### src/rtl/note_sequencer_pkg.sv
// rtl/note_sequencer_pkg.sv - shared state encoding, entry layout and defaults for the note sequencer
package note_sequencer_pkg;

    localparam int DEFAULT_NUM_NOTES = 32;
    localparam int DEFAULT_GAP_CLKS  = 12000;
    localparam int ROM_DEPTH         = 32;
    localparam int ENTRY_W           = 32;

    typedef enum logic [2:0] {
        ST_IDLE  = 3'd0,
        ST_FETCH = 3'd1,
        ST_OFFER = 3'd2,
        ST_PLAY  = 3'd3,
        ST_GAP   = 3'd4
    } seq_state_t;

    typedef struct packed {
        logic [15:0] halfperiod;
        logic [15:0] cycles;
    } note_entry_t;

    // Short arpeggio at 12 MHz, ending on a cycles=0 terminator.
    function automatic logic [ROM_DEPTH*ENTRY_W-1:0] default_melody();
        logic [ROM_DEPTH*ENTRY_W-1:0] rom;
        rom = '0;
        rom[0*ENTRY_W +: ENTRY_W] = {16'd13636, 16'd110};
        rom[1*ENTRY_W +: ENTRY_W] = {16'd11467, 16'd131};
        rom[2*ENTRY_W +: ENTRY_W] = {16'd9101,  16'd165};
        rom[3*ENTRY_W +: ENTRY_W] = {16'd0,     16'd50};
        rom[4*ENTRY_W +: ENTRY_W] = {16'd7653,  16'd392};
        return rom;
    endfunction

endpackage

### src/rtl/note_rom.sv
// rtl/note_rom.sv - melody table with synchronous read and one clock of latency
module note_rom
    import note_sequencer_pkg::*;
#(
    parameter logic [ROM_DEPTH*ENTRY_W-1:0] INIT = default_melody()
) (
    input  logic               hwclk,
    input  logic [4:0]         addr,
    output logic [ENTRY_W-1:0] data
);

    always_ff @(posedge hwclk) begin
        data <= INIT[{addr, 5'd0} +: ENTRY_W];
    end

endmodule

### src/rtl/note_sequencer.sv
// rtl/note_sequencer.sv - steps through the melody table and hands notes to a tone generator
module note_sequencer
    import note_sequencer_pkg::*;
#(
    parameter int                            NUM_NOTES = DEFAULT_NUM_NOTES,
    parameter int                            GAP_CLKS  = DEFAULT_GAP_CLKS,
    parameter logic [ROM_DEPTH*ENTRY_W-1:0]  ROM_INIT  = default_melody()
) (
    input  logic        hwclk,
    input  logic        rst,
    input  logic        start,
    input  logic        stop,
    input  logic        loop_en,
    output logic [15:0] note_halfperiod,
    output logic [15:0] note_cycles,
    output logic        note_valid,
    input  logic        note_ready,
    input  logic        note_done,
    output logic        busy,
    output logic [4:0]  note_index,
    output logic [7:0]  led
);

    localparam logic [4:0]  LAST_INDEX = 5'(NUM_NOTES - 1);
    localparam logic [15:0] GAP_LOAD   = 16'(GAP_CLKS);
    localparam bit          NO_GAP     = (GAP_CLKS == 0);

    seq_state_t        state;
    seq_state_t        state_next;
    logic [4:0]        index_next;
    logic [15:0]       gap_cnt;
    logic [15:0]       gap_next;
    logic              load_note;
    logic              advance;
    logic [ENTRY_W-1:0] rom_data;
    note_entry_t       fetched;

    // The ROM is addressed with the next index so the entry is already on rom_data during FETCH.
    note_rom #(
        .INIT (ROM_INIT)
    ) u_rom (
        .hwclk (hwclk),
        .addr  (index_next),
        .data  (rom_data)
    );

    assign fetched = rom_data;

    always_ff @(posedge hwclk) begin
        if (rst) begin
            state           <= ST_IDLE;
            note_index      <= '0;
            gap_cnt         <= '0;
            note_halfperiod <= '0;
            note_cycles     <= '0;
        end else begin
            state      <= state_next;
            note_index <= index_next;
            gap_cnt    <= gap_next;
            if (load_note) begin
                note_halfperiod <= fetched.halfperiod;
                note_cycles     <= fetched.cycles;
            end
        end
    end

    always_comb begin
        state_next = state;
        index_next = note_index;
        gap_next   = gap_cnt;
        load_note  = 1'b0;
        advance    = 1'b0;
        if (stop) begin
            state_next = ST_IDLE;
        end else begin
            case (state)
                ST_IDLE: begin
                    if (start) begin
                        state_next = ST_FETCH;
                        index_next = '0;
                    end
                end
                ST_FETCH: begin
                    if (fetched.cycles == 16'd0) begin
                        state_next = ST_IDLE;
                    end else begin
                        state_next = ST_OFFER;
                        load_note  = 1'b1;
                    end
                end
                ST_OFFER: begin
                    if (note_ready) state_next = ST_PLAY;
                end
                ST_PLAY: begin
                    if (note_done) begin
                        if (NO_GAP) begin
                            advance = 1'b1;
                        end else begin
                            state_next = ST_GAP;
                            gap_next   = GAP_LOAD;
                        end
                    end
                end
                ST_GAP: begin
                    gap_next = gap_cnt - 16'd1;
                    if (gap_cnt == 16'd1) advance = 1'b1;
                end
                default: state_next = ST_IDLE;
            endcase
            // loop_en only matters here, at the end-of-note decision.
            if (advance) begin
                if (note_index < LAST_INDEX) begin
                    index_next = note_index + 5'd1;
                    state_next = ST_FETCH;
                end else if (loop_en) begin
                    index_next = '0;
                    state_next = ST_FETCH;
                end else begin
                    state_next = ST_IDLE;
                end
            end
        end
    end

    always_comb begin
        busy       = (state != ST_IDLE);
        note_valid = (state == ST_OFFER);
        led        = {note_valid, loop_en, busy, note_index};
    end

endmodule

### config.mk
export PLATFORM = sky130hd
export DESIGN_NAME = note_sequencer
export DESIGN_NICKNAME = d
export VERILOG_FILES = /design/src/rtl/note_sequencer_pkg.sv /design/src/rtl/note_rom.sv /design/src/rtl/note_sequencer.sv
export SDC_FILE = /design/constraint.sdc
export NUM_CORES = 1
export LEC_CHECK = 0
export CORE_UTILIZATION = 55
export CTS_CLUSTER_DIAMETER = 30
export DETAILED_ROUTE_END_ITERATION = 10
export PLACE_DENSITY = 0.89
export SYNTH_ARGS = -nofsm -noshare
export SYNTH_HDL_FRONTEND = slang
export SYNTH_SLANG_ARGS = --single-unit
export TNS_END_PERCENT = 10
### constraint.sdc
create_clock -name hwclk -period 4.3 [get_ports hwclk]
set_input_delay 0.86 -clock hwclk [delete_from_list [all_inputs] [get_ports hwclk]]
set_output_delay 0.86 -clock hwclk [all_outputs]
set_load 0.05 [all_outputs]
Yosys cells after proc, flatten, opt, wreduce, memory -nomap -nowiden
Index checks and enable logic that the tools add are counted.

word-level totals
  output and inout port bits = 47
  flip-flop bits (word level) = 88
  logic and storage cells = 50

operators by class
  muxes and demuxes = 22
  order comparisons = 1
  shifts and indexed selects = 1
  bitwise logic cells = 1
  equality and inequality tests = 10
  add/subtract/negate cells = 2
  reduce and logical (&&, ||, !) cells = 7

operators by type and width
  kind                           count
  $shiftx A1024 B11 Y32 const A  1
  $pmux W16 S2                   1
  $mux W5                        6
  $eq A16 B1 Y1 const B          1
  $logic_not A16 Y1              1
  $mux W16                       1
  $sub A16 B1 Y16 const B        1
  $pmux W3 S5                    1
  $mux W3                        4
  $mux W1                        8
  $eq A3 B2 Y1 const B           2
  $ne A3 B3 Y1 const B           2
  $add A5 B1 Y5 const B          1
  $lt A5 B5 Y1 const B           1
  $ne A2 B2 Y1 const B           2
  $reduce_and A4 Y1              1
  $eq A3 B1 Y1 const B           1
  $eq A3 B3 Y1 const B           1
  $logic_not A3 Y1               1
  $ne A3 B1 Y1 const B           1
  $reduce_and A3 Y1              1
  $reduce_bool A3 Y1             1
  $mux W2                        1
  $reduce_bool A2 Y1             1
  other kinds (2)                2

Logic depth before layout (Yosys ltp)
  word-level depth = 7
  gate-level depth with buffers = 9
  mapped depth without buffers = 9

Modules after synthesis
Synthesis repeated with hierarchy kept, for this count alone.

unflattened totals
  cell total of the unflattened synthesis = 401
  area, all modules = 3616.0 µm²

by module, submodules not included
  module          instances  area an instance (µm²)  seq. area each (µm²)  cells each
  note_sequencer  1          2957.8                  1121.1                336
  note_rom        1          658.1                   300.3                 65

Worst setup path after synthesis
OpenSTA, ideal clock, no wires.

  path type = register to output
  from = register state[1]
  to = output port led[7]
  arrival = 2.033 ns
  path buffers = 2
  stages on the path, launching flop included = 4
  slack = 1.407 ns
  cell sequence = dfxtp_1 -> buf_4 -> nor3b_1 -> buf_4

between the ends
  word-level cells in the longest chain between the ends = 1

ends and longest elaborated chain
  what                      line                   RTL
  start: declaration        note_sequencer.sv:28   seq_state_t state;
  start signal: assignment  note_sequencer.sv:57   state <= state_next;
  $eq A3 B2 Y1              note_sequencer.sv:127  note_valid = (state == ST_OFFER);
  end: declaration          note_sequencer.sv:21   output logic [7:0] led

Every way passes these cells.

Worst setup path after layout
  from = input port stop
  to = register u_rom.data[6]

between the ends
  word-level cells in the longest chain between the ends = 2

ends and longest elaborated chain
  what                    line                  RTL
  start: declaration      note_sequencer.sv:12  input logic stop,
  $mux W5                 note_sequencer.sv:73  if (stop) begin
  net index_next[1]       note_sequencer.sv:30  logic [4:0] index_next;
  $shiftx A1024 B11 Y32   note_rom.sv:13        data <= INIT[{addr, 5'd0} +: ENTRY_W];
  end signal: assignment  note_rom.sv:13
  end: declaration        note_rom.sv:9         output logic [ENTRY_W-1:0] data

The timed path passes the listed nets, and every way through them passes these cells.
A chain may end at the register's enable or synchronous reset.

==> results.sh <==
export IMPL_wl_um=5090
export IMPL_synth_edf_count=0
export IMPL_crit_path_end_kind="flop"
export IMPL_relSlewSlack_pct=48.7
export IMPL_critical_path_max_stage_delay_ns=0.58
export IMPL_rsz0062_at_grt="no"
export IMPL_hp_class="reg2reg"
export IMPL_clock_sinks=54
export IMPL_synthCells=293
export IMPL_pin_count=54
export IMPL_die_height_um=71.8
export IMPL_synthDistinctLibCells=52
export IMPL_ant_nets=0
export IMPL_diodes=0
export IMPL_start_kind="input pin"
export IMPL_drive_gt1_share_pct=9.78
export IMPL_finalHoldViolations=0
export IMPL_setup_viol=0
export IMPL_fin_setup_tns_ns=0
export IMPL_vias_per_cell=5.39
export IMPL_htree_levels=2
export IMPL_tightest_slew_ns=0.760
export IMPL_cts_setup_buffers=0
export IMPL_netlist_area_sq_um=2680
export IMPL_critPathKind="in2reg"
export IMPL_clk_pin_slew_ns=0.09
export IMPL_cts_root_buf="clkbuf_8"
export IMPL_period_minus_slack_ns=3.00
export IMPL_status="complete, no violations"
export IMPL_cp_common_cell="inv_1"
export IMPL_crit_path_cell_trace="clkdlybuf4s50_1 > nor2_1 > nand3_2 > o31a_4 > a22o_4 > inv_1 > ha_1 > inv_1 > nor3_1"
export IMPL_slew_viol_final=0
export IMPL_area_growth_pct=14.1
export IMPL_met3_usage_pct=4.78
export IMPL_path_buf_inv=3
export IMPL_drc=0
export IMPL_async_flop_share_pct=0
export IMPL_start_util_pct=57.1
export IMPL_die_w_um=71.8
export IMPL_crit_fanout=10
export IMPL_place_area_sq_um=2960
export IMPL_cts_buffer_depth=2
export IMPL_track_usage_pct=21.3
export IMPL_max_freq_mhz=333
export IMPL_grt_pass1_vias=1815
export IMPL_grt_max_degree=31
export IMPL_power_leakage_nw=1.23
export IMPL_grt_pass1_wl_um=8420
export IMPL_required_ns=4.53
export IMPL_pre_cts_slack_ns=0.986
export IMPL_dr_pass1_iters=4
export IMPL_synth_ff_latch_count=54
export IMPL_hpwl_um=3720
export IMPL_grt_busiest_layer="met2"
export IMPL_gp_congestion=0.872
export IMPL_core_area_sq_um=4690
export IMPL_ctsResizeCount=0
export IMPL_first_iter_violations=108
export IMPL_final_nets=331
export IMPL_hold_buffers=0
export IMPL_rows=25
export IMPL_grtUsageMet2_pct=32.7
export IMPL_crit_arrival_ns=3.24
export IMPL_port_buffer_count=43
export IMPL_yosysWarnings=0
export IMPL_cts_tree="yes"
export IMPL_wl_per_cell_um=13.7
export IMPL_timing_final_crit_share_pct=69.8
export IMPL_drv_cap=0
export IMPL_p_total_uw=902
export IMPL_synth_ff_type="dfxtp_1"
export IMPL_skew_ns=0.00533
export IMPL_cts_buffers=5
export IMPL_fin_ws_ns=1.30
export IMPL_overflow=0
export IMPL_synth_seq_area_share_pct=40.4
export IMPL_ir_drop_mv=0.177
export IMPL_syn_avg_cell_area_sq_um=9.14
export IMPL_critPathSlowestCell="clkdlybuf4s50_1"
export IMPL_die_area_sq_um=5150
export IMPL_antenna_found_initial=0
export IMPL_grt_met1_usage_pct=28.6
export IMPL_final_cell_area_sq_um=3060
export IMPL_vias=1998
export IMPL_insertion_delay_ns=0.31
export IMPL_p_per_area_nw_per_um2=295
export IMPL_cp_top_family="buffers and inverters"
-- stage by stage --
stage / std cells / hold WS [ns] / utilization, %
detailed placement: 363 / 0.457 / 63.0
finish: 371 / 0.480 / 65.1
CTS: 371 / 0.487 / 65.1
floorplan: 302 / 0.437 / -
global route: 371 / 0.508 / 65.1
global placement: 363 / 0.449 / 63.0
-- state kept, by name, summed over array words and instances (netlist names) --
register	count
gap_cnt	16
u_rom.data	15
note_halfperiod	10
note_cycles	5
note_index	5
state	3
-- worst reg2reg max path: stages, from the launching register on --
cell,delay [ns]
dfxtp_1,0.37
nor4_2,0.52
nand2_2,0.24
o31a_4,0.37
a22o_4,0.28
inv_1,0.18
ha_1,0.29
inv_1,0.09
nor3_1,0.19
-- final cells by class --
class / instances / area (sq um)
Fill cell: 380 / 1640
Timing Repair Buffer: 44 / 438
Multi-Input combinational cell: 203 / 1340
Sequential cell: 54 / 1080
Inverter: 8 / 30.0
Clock buffer: 6 / 82.6
Tap cell: 54 / 67.6
Clock inverter: 2 / 17.5
-- worst paths after layout --
kind                        startpoint                              end  slack (ns)  cells after the start
max reg2reg    gap_cnt[6]$_SDFFE_PP0P_         u_rom.data[6]$_SDFF_PP0_        1.69                      8
min reg2reg  u_rom.data[24]$_SDFF_PP0_  note_halfperiod[8]$_SDFFE_PP0P_        0.48                      2
min          u_rom.data[24]$_SDFF_PP0_  note_halfperiod[8]$_SDFFE_PP0P_        0.48                      2
max                               stop         u_rom.data[6]$_SDFF_PP0_        1.30                      9
-- per-layer routing --
metal	vias to the layer above	part of all wire (%)
met1	910	47
met5	-	0
li1	1016	-
met2	64	45
met4	0	2.1
met3	8	5.5
-- placed cells by master (no fill, tap or decap), types with 6 or more instances in the layout --
cell             Yosys  layout
dfxtp_1             54      54
nor2_1              48      48
clkdlybuf4s50_1      0      43
nor3_1              18      18
mux2i_1             18      18
nand2_1             11      11
xnor2_1             11      11
conb_1               1      10
ha_1                 8       8
inv_1                7       7
a21oi_1              7       7
o21ai_0              7       7
nand3_1              6       6
clkbuf_8             0       6
-- cells in the mapped netlist (3+ instances only) --
master | instances | share of area, %
o21a_1 | 3 | 0.84
buf_4 | 26 | 7.3
nor2_1 | 48 | 6.7
buf_6 | 3 | 1.3
a21oi_1 | 7 | 1.3
nor3_2 | 3 | 1.1
nor3_1 | 18 | 3.4
or3_1 | 3 | 0.70
xor2_1 | 3 | 0.98
nand2b_1 | 5 | 1.2
nand3_1 | 6 | 1.1
xnor2_1 | 11 | 3.6
clkbuf_1 | 6 | 0.84
dfxtp_1 | 54 | 40
nand2_1 | 11 | 1.5
nand3b_1 | 3 | 0.84
nor4_1 | 5 | 1.2
nor4_2 | 3 | 1.4
inv_1 | 7 | 0.98
mux2i_1 | 18 | 6.7
o21ai_0 | 7 | 1.3
ha_1 | 8 | 3.7
-- cell families after synthesis --
group / share of synthesized area, %
multiplexers: 6.73
flip-flops: 40.4
other: 0.140
XOR/XNOR: 4.58
buffers and inverters: 10.9
AO/OA/AOI/OAI: 9.25
AND/OR/NAND/NOR: 24.3
adder cells (fa/ha/maj): 3.74
-- report_power, final --
group	switching, mW	internal (mW)	leakage [nW]
registers	0.00489	0.504	0.436
logic	0.0676	0.0285	0.740
clock network	0.164	0.133	0.0514
Note: power is estimated with default switching activity, not from simulation.
